**config.mk**
```make
export PLATFORM = sky130hd
export DESIGN_NAME = t3_2_stage_flat
export DESIGN_NICKNAME = d
export VERILOG_FILES = /design/src/rtl/t3_2_if.sv /design/src/rtl/t3_2_stage.sv /design/src/flat_wrapper.sv
export SDC_FILE = /design/constraint.sdc
export NUM_CORES = 1
export LEC_CHECK = 0
export CAP_MARGIN = 5
export CORE_AREA = 10 10 233 235
export DETAILED_ROUTE_END_ITERATION = 10
export DIE_AREA = 0 0 243 245
export PLACE_DENSITY = 0.73
export RECOVER_POWER = 50
export SKIP_CTS_REPAIR_TIMING = 1
export SLEW_MARGIN = 25
export SYNTH_ARGS = -nofsm -noshare
export SYNTH_HDL_FRONTEND = slang
export SYNTH_SLANG_ARGS = --single-unit
```
**constraint.sdc**
```tcl
create_clock -name clk -period 8.4 [get_ports clk]
set_input_delay 0.84 -clock clk [delete_from_list [all_inputs] [get_ports clk]]
set_output_delay 0.84 -clock clk [all_outputs]
set_load 0.02 [all_outputs]
```
**src/rtl/t3_2_if.sv**
```systemverilog
// Stage-3 second-half bundle: upstream partial-product beat in,
// carry-save beat with sideband out, each with a valid/ready handshake.
interface t3_2_if #(
    parameter int ROW_W = 48,
    parameter int ADD_W = 74
);
    logic                 in_valid;
    logic                 in_ready;
    logic [2:0]           cont;
    logic [6*ROW_W-1:0]   level3_in;
    logic [ADD_W-1:0]     sh_rev_in;
    logic [3:0]           sti_in;
    logic [5:0]           signs_in;
    logic [3:0]           trap_in_0;
    logic [3:0]           trap_in_1;
    logic [2:0]           trap_ans_in_0;
    logic [2:0]           trap_ans_in_1;
    logic [11:0]          d_in;
    logic [11:0]          e_in;

    logic                 out_valid;
    logic                 out_ready;
    logic [ADD_W-1:0]     sum_out;
    logic [ADD_W-1:0]     carry_out;
    logic [3:0]           sti_out;
    logic [5:0]           signs_out;
    logic [3:0]           trap_out_0;
    logic [3:0]           trap_out_1;
    logic [2:0]           trap_ans_out_0;
    logic [2:0]           trap_ans_out_1;
    logic [2:0]           cont_out;
    logic [11:0]          d_out;
    logic [11:0]          e_out;

    modport master (
        output in_valid, cont, level3_in, sh_rev_in, sti_in, signs_in,
               trap_in_0, trap_in_1, trap_ans_in_0, trap_ans_in_1,
               d_in, e_in, out_ready,
        input  in_ready, out_valid, sum_out, carry_out, sti_out,
               signs_out, trap_out_0, trap_out_1, trap_ans_out_0,
               trap_ans_out_1, cont_out, d_out, e_out
    );

    modport slave (
        input  in_valid, cont, level3_in, sh_rev_in, sti_in, signs_in,
               trap_in_0, trap_in_1, trap_ans_in_0, trap_ans_in_1,
               d_in, e_in, out_ready,
        output in_ready, out_valid, sum_out, carry_out, sti_out,
               signs_out, trap_out_0, trap_out_1, trap_ans_out_0,
               trap_ans_out_1, cont_out, d_out, e_out
    );
endinterface

```
**src/rtl/t3_2_stage.sv**
```systemverilog
// MAF stage 3, second half: 7:2 CSA reduction into a 2-entry skid buffer.
// Optional T3_2_TRAP_BYPASS_EN zeroes sum/carry of trapping lanes.
module t3_2_stage #(
    parameter int ROW_W    = 48,
    parameter int ADD_W    = 74,
    parameter int LANE_CUT = 24
) (
    input  logic   clk,
    input  logic   rst,
    t3_2_if.slave  bus
);

    typedef struct packed {
        logic [ADD_W-1:0] sum;
        logic [ADD_W-1:0] carry;
        logic [3:0]       sti;
        logic [5:0]       signs;
        logic [3:0]       trap0;
        logic [3:0]       trap1;
        logic [2:0]       ans0;
        logic [2:0]       ans1;
        logic [2:0]       cont;
        logic [11:0]      d;
        logic [11:0]      e;
    } beat_t;

    // cmask clears the carry landing on LANE_CUT in dual-lane mode
    function automatic logic [2*ROW_W-1:0] csa(
        input logic [ROW_W-1:0] a,
        input logic [ROW_W-1:0] b,
        input logic [ROW_W-1:0] c,
        input logic [ROW_W-1:0] cmask
    );
        logic [ROW_W-1:0] s;
        logic [ROW_W-1:0] cy;
        s  = a ^ b ^ c;
        cy = ((a & b) | (a & c) | (b & c)) << 1;
        return {cy & cmask, s};
    endfunction

    logic             dual;
    logic [ROW_W-1:0] cmask;
    logic [ROW_W-1:0] row [6];
    logic [ROW_W-1:0] s1, c1, s2, c2, s3, c3, s4, c4, sf, cf;
    logic [ROW_W-1:0] kill;
    beat_t            nb;

    always_comb begin
        dual = (bus.cont == 3'b001);
        cmask = '1;
        if (dual) cmask[LANE_CUT] = 1'b0;
        for (int i = 0; i < 6; i++) begin
            row[i] = bus.level3_in[i*ROW_W +: ROW_W];
        end
        {c1, s1} = csa(row[0], row[1], row[2], cmask);
        {c2, s2} = csa(row[3], row[4], row[5], cmask);
        {c3, s3} = csa(s1, c1, s2, cmask);
        {c4, s4} = csa(s3, c3, c2, cmask);
        {cf, sf} = csa(s4, c4, bus.sh_rev_in[ROW_W-1:0], cmask);
        kill = '0;
`ifdef T3_2_TRAP_BYPASS_EN
        if (dual) begin
            if (bus.trap_in_0 != 4'h0) kill[LANE_CUT-1:0] = '1;
            if (bus.trap_in_1 != 4'h0) kill[ROW_W-1:LANE_CUT] = '1;
        end else if (bus.trap_in_0 != 4'h0) begin
            kill = '1;
        end
`endif
        nb       = '0;
        nb.sum   = {bus.sh_rev_in[ADD_W-1:ROW_W], sf & ~kill};
        nb.carry = {{(ADD_W-ROW_W){1'b0}}, cf & ~kill};
        nb.sti   = bus.sti_in;
        nb.signs = bus.signs_in;
        nb.trap0 = bus.trap_in_0;
        nb.trap1 = bus.trap_in_1;
        nb.ans0  = bus.trap_ans_in_0;
        nb.ans1  = bus.trap_ans_in_1;
        nb.cont  = bus.cont;
        nb.d     = bus.d_in;
        nb.e     = bus.e_in;
    end

    logic [1:0] cnt_q, cnt_d;
    beat_t      head_q, head_d;
    beat_t      tail_q, tail_d;
    logic       in_ready_q;
    logic       out_valid_q;
    logic       push, pop;

    always_comb begin
        push   = bus.in_valid && in_ready_q;
        pop    = out_valid_q && bus.out_ready;
        cnt_d  = cnt_q;
        head_d = head_q;
        tail_d = tail_q;
        case (cnt_q)
            2'd0: begin
                if (push) begin
                    head_d = nb;
                    cnt_d  = 2'd1;
                end
            end
            2'd1: begin
                if (push && pop) begin
                    head_d = nb;
                end else if (push) begin
                    tail_d = nb;
                    cnt_d  = 2'd2;
                end else if (pop) begin
                    cnt_d  = 2'd0;
                end
            end
            2'd2: begin
                if (pop) begin
                    head_d = tail_q;
                    cnt_d  = 2'd1;
                end
            end
            default: cnt_d = 2'd0;
        endcase
    end

    always_ff @(posedge clk) begin
        if (rst) begin
            cnt_q       <= 2'd0;
            head_q      <= '0;
            tail_q      <= '0;
            in_ready_q  <= 1'b1;
            out_valid_q <= 1'b0;
        end else begin
            cnt_q       <= cnt_d;
            head_q      <= head_d;
            tail_q      <= tail_d;
            in_ready_q  <= (cnt_d < 2'd2);
            out_valid_q <= (cnt_d != 2'd0);
        end
    end

    assign bus.in_ready       = in_ready_q;
    assign bus.out_valid      = out_valid_q;
    assign bus.sum_out        = head_q.sum;
    assign bus.carry_out      = head_q.carry;
    assign bus.sti_out        = head_q.sti;
    assign bus.signs_out      = head_q.signs;
    assign bus.trap_out_0     = head_q.trap0;
    assign bus.trap_out_1     = head_q.trap1;
    assign bus.trap_ans_out_0 = head_q.ans0;
    assign bus.trap_ans_out_1 = head_q.ans1;
    assign bus.cont_out       = head_q.cont;
    assign bus.d_out          = head_q.d;
    assign bus.e_out          = head_q.e;

endmodule

```
**src/flat_wrapper.sv**
```systemverilog
// flat-port wrapper written by rule: the top's interface ports become plain ports
module t3_2_stage_flat 
#(
    parameter int ROW_W    = 48,
    parameter int ADD_W    = 74,
    parameter int LANE_CUT = 24
)
  (clk, rst, bus_in_valid, bus_cont, bus_level3_in, bus_sh_rev_in, bus_sti_in, bus_signs_in, bus_trap_in_0, bus_trap_in_1, bus_trap_ans_in_0, bus_trap_ans_in_1, bus_d_in, bus_e_in, bus_out_ready, bus_in_ready, bus_out_valid, bus_sum_out, bus_carry_out, bus_sti_out, bus_signs_out, bus_trap_out_0, bus_trap_out_1, bus_trap_ans_out_0, bus_trap_ans_out_1, bus_cont_out, bus_d_out, bus_e_out);
  t3_2_if #(.ROW_W(ROW_W), .ADD_W(ADD_W)) bus_i ();
  input  logic clk;
  input  logic rst;
  input wire logic [$bits(bus_i.in_valid)-1:0] bus_in_valid;
  input wire logic [$bits(bus_i.cont)-1:0] bus_cont;
  input wire logic [$bits(bus_i.level3_in)-1:0] bus_level3_in;
  input wire logic [$bits(bus_i.sh_rev_in)-1:0] bus_sh_rev_in;
  input wire logic [$bits(bus_i.sti_in)-1:0] bus_sti_in;
  input wire logic [$bits(bus_i.signs_in)-1:0] bus_signs_in;
  input wire logic [$bits(bus_i.trap_in_0)-1:0] bus_trap_in_0;
  input wire logic [$bits(bus_i.trap_in_1)-1:0] bus_trap_in_1;
  input wire logic [$bits(bus_i.trap_ans_in_0)-1:0] bus_trap_ans_in_0;
  input wire logic [$bits(bus_i.trap_ans_in_1)-1:0] bus_trap_ans_in_1;
  input wire logic [$bits(bus_i.d_in)-1:0] bus_d_in;
  input wire logic [$bits(bus_i.e_in)-1:0] bus_e_in;
  input wire logic [$bits(bus_i.out_ready)-1:0] bus_out_ready;
  output wire logic [$bits(bus_i.in_ready)-1:0] bus_in_ready;
  output wire logic [$bits(bus_i.out_valid)-1:0] bus_out_valid;
  output wire logic [$bits(bus_i.sum_out)-1:0] bus_sum_out;
  output wire logic [$bits(bus_i.carry_out)-1:0] bus_carry_out;
  output wire logic [$bits(bus_i.sti_out)-1:0] bus_sti_out;
  output wire logic [$bits(bus_i.signs_out)-1:0] bus_signs_out;
  output wire logic [$bits(bus_i.trap_out_0)-1:0] bus_trap_out_0;
  output wire logic [$bits(bus_i.trap_out_1)-1:0] bus_trap_out_1;
  output wire logic [$bits(bus_i.trap_ans_out_0)-1:0] bus_trap_ans_out_0;
  output wire logic [$bits(bus_i.trap_ans_out_1)-1:0] bus_trap_ans_out_1;
  output wire logic [$bits(bus_i.cont_out)-1:0] bus_cont_out;
  output wire logic [$bits(bus_i.d_out)-1:0] bus_d_out;
  output wire logic [$bits(bus_i.e_out)-1:0] bus_e_out;
  assign bus_i.in_valid = bus_in_valid;
  assign bus_i.cont = bus_cont;
  assign bus_i.level3_in = bus_level3_in;
  assign bus_i.sh_rev_in = bus_sh_rev_in;
  assign bus_i.sti_in = bus_sti_in;
  assign bus_i.signs_in = bus_signs_in;
  assign bus_i.trap_in_0 = bus_trap_in_0;
  assign bus_i.trap_in_1 = bus_trap_in_1;
  assign bus_i.trap_ans_in_0 = bus_trap_ans_in_0;
  assign bus_i.trap_ans_in_1 = bus_trap_ans_in_1;
  assign bus_i.d_in = bus_d_in;
  assign bus_i.e_in = bus_e_in;
  assign bus_i.out_ready = bus_out_ready;
  assign bus_in_ready = bus_i.in_ready;
  assign bus_out_valid = bus_i.out_valid;
  assign bus_sum_out = bus_i.sum_out;
  assign bus_carry_out = bus_i.carry_out;
  assign bus_sti_out = bus_i.sti_out;
  assign bus_signs_out = bus_i.signs_out;
  assign bus_trap_out_0 = bus_i.trap_out_0;
  assign bus_trap_out_1 = bus_i.trap_out_1;
  assign bus_trap_ans_out_0 = bus_i.trap_ans_out_0;
  assign bus_trap_ans_out_1 = bus_i.trap_ans_out_1;
  assign bus_cont_out = bus_i.cont_out;
  assign bus_d_out = bus_i.d_out;
  assign bus_e_out = bus_i.e_out;
  t3_2_stage #(.ROW_W(ROW_W), .ADD_W(ADD_W), .LANE_CUT(LANE_CUT)) u_core (.clk(clk), .rst(rst), .bus(bus_i));
endmodule
```
==> results.yml, run 1 <==
synth:
  yosysTopAreaCell: "dfxtp_1"
  synth.area.top_cells: "dfxtp_1, fa_1, nand2_1"
  synth.distinct_cells: 34
  syn_area_mm2: 0.0201
  synth_ff_type: "dfxtp_1"
  yosys_register_bits: 348
  synthCells: 2276
  yosysTopAreaCellShare: 0.346
  synth_area_per_cell_um2: 8.84
  synth_most_common_cell: "nand2_1"
  yosysWarnings: 0
  yosysSeqAreaShare: 0.346
  synthArstFlopShare: 0
  synth_common_cells: "nand2_1, dfxtp_1, inv_1"
  synth_edf_count: 0
timing:
  slew_viol_final: 174
  relSlewSlack: -1.28
  layout_min_cycle_time_ns: 5.20
  whs_ns: 0.453
  finalSetupTns_ns: 0
  clock_skew_ns: 0.0111
  finalHoldViolCount: 0
  min_period_over_period: 0.619
  finalSetupViolCount: 0
  clock.fmax_ghz: 0.192
  grt_setup_unrepaired: "false"
  max_slew.worst_pin.slew_ns: 3.43
setup_path:
  arrival_ns: 5.64
  critPathRequiredTime_ns: 8.84
  crit_fanout: 113
  worst_setup_path_end_kind: "flip-flop"
  start_kind: "input pin"
  path_class: "input pin to flip-flop"
detailed_routing:
  vias: 17300
  drc: 0
  ant_nets: 0
  drtIter0Drc: 1152
  drt_wl_total_mm: 66.5
  wl_per_cell_um: 19.1
  viasPerCell: 4.97
  dr.pass1.iters: 6
clocking:
  worstSkewPairLatency_ns: 0.54
  cts.sinks: 348
  cts.clk_slew.worst_paths_ns: 0.06
  clk_path_buf_depth: 3
  htreeDepth: 2
  cts_buffers: 40
  tritoncts: "yes"
  cts_root_buf: "clkbuf_16"
placement:
  io_buffers: 590
  dpl.hpwl_mm: 50.3
  routabilityCongestion: 0.915
run_status:
  outcome: "finished, violations left"
  failed_checks: "capacitance limit, slew limit"
global_route:
  grt_pass1_vias: 18000
  grtUsageMet1: 0.247
  overflow: 0
  antenna_found_initial: 7
  grt_pass1_wl_mm: 102
  grt_util_met2: 0.374
  track_usage: 0.216
  grt_max_degree: 146
  grt_use_met3: 0.0607
  grt.busiest_layer: "met2"
floorplan:
  die-height_um: 245
  pin_count: 618
  die_w_um: 243
  start_util: 0.405
  rows: 82
  die_area_mm2: 0.0595
  core-area_mm2: 0.0497
flow_run:
  max_cap_viol_count: 2
cells_and_area:
  register_area_mm2: 0.00697
  drive_above_1_share: 0.0692
  area_growth_pct: 36.9
  fillers: 4377
  multi_input_comb_area_mm2: 0.0113
  nets: 3423
power_and_ir_drop:
  p_leak_nw: 11.3
  vdd_drop_max_v: 0.000123
  power_density_mw_per_mm2: 230
min_path:
  hold_class: "flip-flop to flip-flop"
## path summary, 6_finish.rpt
check	start	endpoint	slack (ns)	cells after the start
max	rst	u_core.cnt_q[1]$_SDFF_PP0_	3.20	4
min	u_core.tail_q[130]$_SDFFE_PP0P_	u_core.tail_q[130]$_SDFFE_PP0P_	0.45	2
max reg2reg	u_core.cnt_q[1]$_SDFF_PP0_	u_core.bus.cont_out[1]$_SDFFE_PP0P_	5.43	6
min reg2reg	u_core.tail_q[130]$_SDFFE_PP0P_	u_core.tail_q[130]$_SDFFE_PP0P_	0.45	2
## where the power goes
| part | leakage [nW] | internal (mW) | switching (mW) | total (mW) |
|---|---|---|---|---|
| clock | 0.650 | 1.01 | 0.729 | 1.74 |
| combinational | 7.83 | 1.09 | 1.50 | 2.59 |
| sequential | 2.85 | 1.88 | 0.125 | 2.01 |
## kinds of logic (layout without fill, tap and decap cells)
family                     after synthesis  in the layout  share of synthesized area
and+or+nand+nor                        874            874                      0.166
other                                    1             32                   0.000186
buffers and inverters                  456            957                      0.100
DFF                                    348            348                      0.346
AOI/OAI and AO/OA                      353            353                      0.151
adders and majority gates              234            234                      0.232
xor gates and xnor gates                10             10                    0.00503
## through the flow
| stage | cell area [um2] | total power, mW | cells | setup WS [ns] | utilization |
|---|---|---|---|---|---|
| final | 27600 | 6.34 | 3480 | 3.20 | 0.555 |
| after global routing | 27500 | 6.78 | 3478 | 2.79 | 0.555 |
| after CTS | 27500 | 6.47 | 3473 | 4.80 | 0.554 |
| after detailed placement | 26200 | 4.70 | 3400 | 4.21 | 0.527 |
| after global placement | 26100 | 4.62 | 3399 | 4.23 | 0.526 |
| after floorplan | 20200 | 3.67 | 2302 | 5.07 | - |
## layout by cell type, fill, tap and decap left out, types with 2 or more instances in the layout
cell type and n:
clkbuf_8 9, nor2_4 2, buf_6 3, clkbuf_16 41
inv_6 3, clkinv_4 3, dfxtp_1 348, nor2_2 2
xnor2_1 7, diode_2 5, nand2_1 684, nor2_1 176
a311oi_1 69, fa_1 231, dlygate4sd3_1 177, xor2_1 2
inv_1 278, buf_16 3, a21oi_1 176, a311oi_2 100
a211oi_1 2, nor2b_1 2, o21ai_0 2, clkdlybuf4s50_1 412
clkbuf_1 5, clkinv_2 9, conb_1 27, clkinvlp_4 3
buf_4 8, ha_1 3
## flip-flops by register name (all words and copies together), names as in the netlist
name and cells:
u_core.bus.cont_out 3, u_core.bus.sti_out 4, u_core.bus.trap_ans_out_0 3, u_core.bus.trap_out_0 4, u_core.bus.e_out 12, u_core.bus.trap_ans_out_1 3, u_core.bus.sum_out 74, u_core.tail_q 172
u_core.bus.d_out 12, u_core.cnt_q 2, u_core.bus.trap_out_1 4, u_core.bus.in_ready 1, u_core.bus.carry_out 47, u_core.bus.signs_out 6, u_core.bus.out_valid 1
## layout make-up
cell class	count	area share
clock inverters	19	0.00545
inverters	278	0.0379
diodes	5	0.000454
well taps	672	0.0305
clock buffers	54	0.0423
multi-input cells	1498	0.409
flip-flops and latches	348	0.253
repair buffers	606	0.221
## metal layers
metal / up-vias / wire, um
met5: - / 0
met4: 0 / 2500
met3: 114 / 5230
met2: 630 / 33600
met1: 8455 / 25200
li1: 8112 / -
## worst max-delay path, cell delays in order
cell,delay (ns)
clkbuf_2,1.82
clkbuf_1,2.53
a211o_1,0.26
inv_1,0.05
Note: power is estimated with default switching activity, not from simulation.
==> inputs of run 2 (changes only) <==
Settings changed: CORE_AREA 10 10 233 235 to 10 10 235 237, DIE_AREA 0 0 243 245 to 0 0 245 247, PLACE_DENSITY 0.73 to 0.72.
Clock period 8.4 ns to 5.3 ns, I/O delays scaled along.
==> run 2 against run 1 <==
The flow still finishes with violations (capacitance limit, slew limit). Routed wire length is 1.1% lower. Critical path depth is 2 higher. Die area is 1.6% higher. Critical endpoint is now u_core.bus.carry_out[12]$_SDFFE_PP0P_. Highest routed layer is now met5.
==> results.yml, run 2 (synthesis gave the netlist of run 1 again) <==
setup_path:
  timing.rr.end: "u_core.bus.carry_out[12]$_SDFFE_PP0P_"
  r2r_start: "u_core.cnt_q[1]$_SDFF_PP0_"
  crit_path_start: "u_core.cnt_q[1]$_SDFF_PP0_"
  path_class: "flip-flop to flip-flop"
  start_kind: "flip-flop"
  arrival_ns: 4.08
  worst_setup_path_end_kind: "flip-flop"
  endpoint: "u_core.bus.carry_out[12]$_SDFFE_PP0P_"
  r2r_setup_slack_ns: 1.67
  critPathRequiredTime_ns: 5.75
  r2r_cells: 6
  crit_fanout: 142
clocking:
  cts.clk_slew.worst_paths_ns: 0.06
  tritoncts: "yes"
  cts_root_buf: "clkbuf_16"
  htreeDepth: 2
  cts.sinks: 348
  worstSkewPairLatency_ns: 0.58
  clk_path_buf_depth: 3
  cts_buffers: 41
detailed_routing:
  wl_per_cell_um: 18.9
  drc: 0
  drtIter0Drc: 1232
  ant_nets: 0
  dr.pass1.iters: 6
  drt_wl_total_mm: 65.7
  vias: 17200
  viasPerCell: 4.93
cells_and_area:
  final_area_mm2: 0.0277
  final_cells: 3483
  drive_above_1_share: 0.0678
  regMostFlops: "u_core.tail_q"
  area_growth_pct: 37.6
  largest_reg_flops: 172
  layout_common_cells: "nand2_1, clkdlybuf4s50_1, dfxtp_1"
  nets: 3421
  post-route-util: 0.546
  final_common_cell: "nand2_1"
timing:
  layout_min_cycle_time_ns: 3.63
  max_slew.worst_pin.slew_ns: 2.55
  clock.fmax_ghz: 0.276
  whs_ns: 0.448
  finalHoldViolCount: 0
  finalSetupViolCount: 0
  min_period_over_period: 0.684
  slew_viol_final: 32
  finalSetupTns_ns: 0
  setup_slack_ns: 1.67
  clock_skew_ns: 0.0316
  grt_setup_unrepaired: "false"
  relSlewSlack: -0.708
floorplan:
  die_area_mm2: 0.0605
  die_w_um: 245
  core-area_mm2: 0.0507
  die-height_um: 247
  rows: 83
  pin_count: 618
  start_util: 0.397
placement:
  io_buffers: 590
  dpl.hpwl_mm: 49.5
  placed_cell_area_mm2: 0.0262
  dp_slack_ns: 1.39
  dpl.cell_count: 3407
  routabilityCongestion: 0.928
global_route:
  overflow: 0
  grt_pass1_wl_mm: 101
  track_usage: 0.211
  grt_max_degree: 180
  grt_pass1_vias: 18100
  antenna_found_initial: 4
min_path:
  hold_start: "rst"
  hold_class: "input pin to flip-flop"
run_status:
  outcome: "finished, violations left"
  failed_checks: "capacitance limit, slew limit"
power_and_ir_drop:
  vdd_drop_max_v: 0.000252
  power_density_mw_per_mm2: 374
  p_leak_nw: 11.4
  power_mw: 10.3
flow_run:
  max_cap_viol_count: 1
-- run 2: changes by cell type in the layout (fill, tap and decap cells not counted), moves of 4 or more --
cell       before  now
buf_12          1    6
clkinv_2        9    4
bufinv_16       1    5
clkbuf_8        9   13
-- run 2: worst min path at each step --
stage	depth (start not counted)	endpoint
2_1_floorplan	2	u_core.tail_q[0]$_SDFFE_PP0P_
3_3_place_gp	2	u_core.tail_q[163]$_SDFFE_PP0P_
3_5_place_dp	2	u_core.tail_q[0]$_SDFFE_PP0P_
4_1_cts	2	u_core.bus.out_valid$_SDFF_PP0_
5_1_grt	2	u_core.tail_q[83]$_SDFFE_PP0P_
6_report	2	u_core.bus.out_valid$_SDFF_PP0_
-- run 2: critical path, stage by stage, from the launching register on --
cell	delay, ns
dfxtp_1	0.44
nand2b_4	0.44
nor2_1	0.38
a21o_1	1.10
buf_12	0.47
nor2_1	0.12
a311oi_2	0.28
-- run 2: power breakdown --
| part | internal, mW | switching (mW) | leakage, nW | total (mW) |
|---|---|---|---|---|
| clock network | 1.87 | 1.19 | 0.723 | 3.05 |
| registers | 2.98 | 0.196 | 2.85 | 3.17 |
| logic | 1.74 | 2.38 | 7.82 | 4.12 |
-- run 2: per-layer routing --
layer / part of all wire / routed length (um) / vias to the layer above / track usage
li1: - / - / 8106 / -
met1: 0.39 / 25500 / 8382 / 0.244
met2: 0.52 / 34200 / 575 / 0.380
met3: 0.067 / 4410 / 94 / 0.0462
met4: 0.025 / 1650 / 2 / 0.0665
met5: 0.00014 / 9 / - / 0
-- run 2: layout make-up --
| class | instances | area [um2] |
|---|---|---|
| Tap cell | 680 | 851 |
| Multi-Input combinational cell | 1498 | 11300 |
| Clock inverter | 16 | 268 |
| Antenna cell | 2 | 5.00 |
| Sequential cell | 348 | 6970 |
| Timing Repair Buffer | 603 | 6080 |
| Fill cell | 4557 | 23000 |
| Clock buffer | 58 | 1220 |
| Inverter | 278 | 1040 |
==> inputs of run 3 (changes only) <==
Clock period 5.3 ns to 3.6 ns, I/O delays scaled along.
==> run 3 against run 2 <==
Global-route usage is 0.19 points lower. Clock skew fell by 0.0061 ns. Utilization fell by 0.096 points. Clock power is 33% higher. Setup slack worse by 1.2 ns. Fmax rose by 17%. Die area stayed put. Hold slack got worse by 0.082 ns. Combinational power is 49% higher. Routed wire length down 0.94%. The flow still finishes with violations (capacitance limit, slew limit).
==> results.yml, run 3 (synthesis gave the netlist of run 1 again) <==
setup_path:
  r2r_setup_slack_ns: 0.51
  critPathSlowestCell: "clkbuf_4"
  timing.rr.end: "u_core.tail_q[152]$_SDFFE_PP0P_"
  critPathRequiredTime_ns: 4.07
  r2r_cells: 5
  critPathBufInv: 1
  crit_fanout: 172
  r2r_start: "u_core.cnt_q[0]$_SDFF_PP0_"
  worst_setup_path_end_kind: "flip-flop"
  start_kind: "flip-flop"
  cp_common_cell: "nand2_1"
  crit_chain: "nand2_1, nor2_4, clkbuf_4, nand2_1, a21oi_1"
  path_delay_family: "buffers and inverters"
  path_class: "flip-flop to flip-flop"
  arrival_ns: 3.56
  slowest_delay_ns: 1.54
cells_and_area:
  nets: 3431
  regMostFlops: "u_core.tail_q"
  layout_common_cells: "nand2_1, clkdlybuf4s50_1, dfxtp_1"
  largest_reg_flops: 172
  drive_above_1_share: 0.0701
  final_common_cell: "nand2_1"
  area_growth_pct: 37.3
  final_cells: 3492
  post-route-util: 0.545
global_route:
  overflow: 0
  grt_max_degree: 173
  antenna_found_initial: 4
  track_usage: 0.209
  grt_pass1_vias: 18100
  grt_pass1_wl_mm: 100
detailed_routing:
  drc: 0
  ant_nets: 0
  wl_per_cell_um: 18.7
  drt_wl_total_mm: 65.1
  drtIter0Drc: 967
  viasPerCell: 4.92
  dr.pass1.iters: 5
  vias: 17200
floorplan:
  die_w_um: 245
  core-area_mm2: 0.0507
  die_area_mm2: 0.0605
  rows: 83
  start_util: 0.397
  pin_count: 618
  die-height_um: 247
timing:
  finalSetupTns_ns: 0
  finalHoldViolCount: 0
  grt_setup_unrepaired: "false"
  clock.fmax_ghz: 0.324
  clock_skew_ns: 0.0255
  whs_ns: 0.366
  max_slew.worst_pin.slew_ns: 2.23
  relSlewSlack: -0.484
  min_period_over_period: 0.857
  finalSetupViolCount: 0
  slew_viol_final: 322
  layout_min_cycle_time_ns: 3.09
clocking:
  cts_root_buf: "clkbuf_16"
  htreeDepth: 2
  cts.sinks: 348
  cts_buffers: 40
  tritoncts: "yes"
  worstSkewPairLatency_ns: 0.56
  cts.clk_slew.worst_paths_ns: 0.06
  clk_path_buf_depth: 3
run_status:
  failed_checks: "capacitance limit, slew limit"
  outcome: "finished, violations left"
min_path:
  hold_depth: 2
  hold_start: "rst"
  hold_end: "u_core.tail_q[183]$_SDFFE_PP0P_"
  hold_class: "input pin to flip-flop"
power_and_ir_drop:
  pwr-share-comb: 0.412
  p_leak_nw: 11.4
  power_density_mw_per_mm2: 537
  power_mw: 14.8
  p_seq_frac: 0.315
  vdd_drop_max_v: 0.000335
  pwr-share-clk: 0.273
  p_int_mw: 9.40
  swShare: 0.367
  p_sw_mw: 5.45
placement:
  dpl.cell_count: 3418
  routabilityCongestion: 0.937
  io_buffers: 590
  dpl.hpwl_mm: 49.6
flow_run:
  max_cap_viol_count: 3
run 3: routing by layer:
metal | global-route usage | wire length (um) | vias up
met2 | 0.363 | 33000 | 551
met5 | 0 | 13 | -
met3 | 0.0599 | 4940 | 120
met4 | 0.0855 | 2470 | 2
li1 | - | - | 8143
met1 | 0.237 | 24800 | 8356
run 3: metrics by stage:
stage | setup slack (ns) | area (um2)
after floorplan | 0.751 | 20200
after global placement | 0.0125 | 26300
after detailed placement | -0.0535 | 26400
after CTS | 0.542 | 27700
after global routing | 0.325 | 27600
final | 0.514 | 27600
run 3: power groups by stage:
stage               sequential (mW)  clock, mW  combinational [mW]
floorplan                      5.15          0                3.42
global placement               4.74          0                6.11
detailed placement             4.76          0                6.26
CTS                            4.69       4.15                6.31
global route                   4.73       4.30                6.82
finish                         4.67       4.06                6.12
run 3: area by class of cell:
class	count	area [um2]
Timing Repair Buffer	614	6200
Clock buffer	55	1160
Tap cell	680	851
Inverter	278	1040
Clock inverter	16	156
Antenna cell	3	7.51
Sequential cell	348	6970
Multi-Input combinational cell	1498	11300
Fill cell	4490	23000
run 3: worst max-delay path by stage:
stage,startpoint,to,slack (ns),depth (start not counted)
2_1_floorplan,bus_level3_in[46],u_core.bus.sum_out[46]$_SDFFE_PP0P_,0.75,10
3_3_place_gp,bus_level3_in[190],u_core.bus.sum_out[46]$_SDFFE_PP0P_,0.01,9
3_5_place_dp,bus_level3_in[190],u_core.bus.sum_out[47]$_SDFFE_PP0P_,-0.05,10
4_1_cts,bus_level3_in[190],u_core.bus.sum_out[47]$_SDFFE_PP0P_,0.54,10
5_1_grt,u_core.cnt_q[0]$_SDFF_PP0_,u_core.tail_q[152]$_SDFFE_PP0P_,0.33,5
6_report,u_core.cnt_q[0]$_SDFF_PP0_,u_core.tail_q[152]$_SDFFE_PP0P_,0.51,5
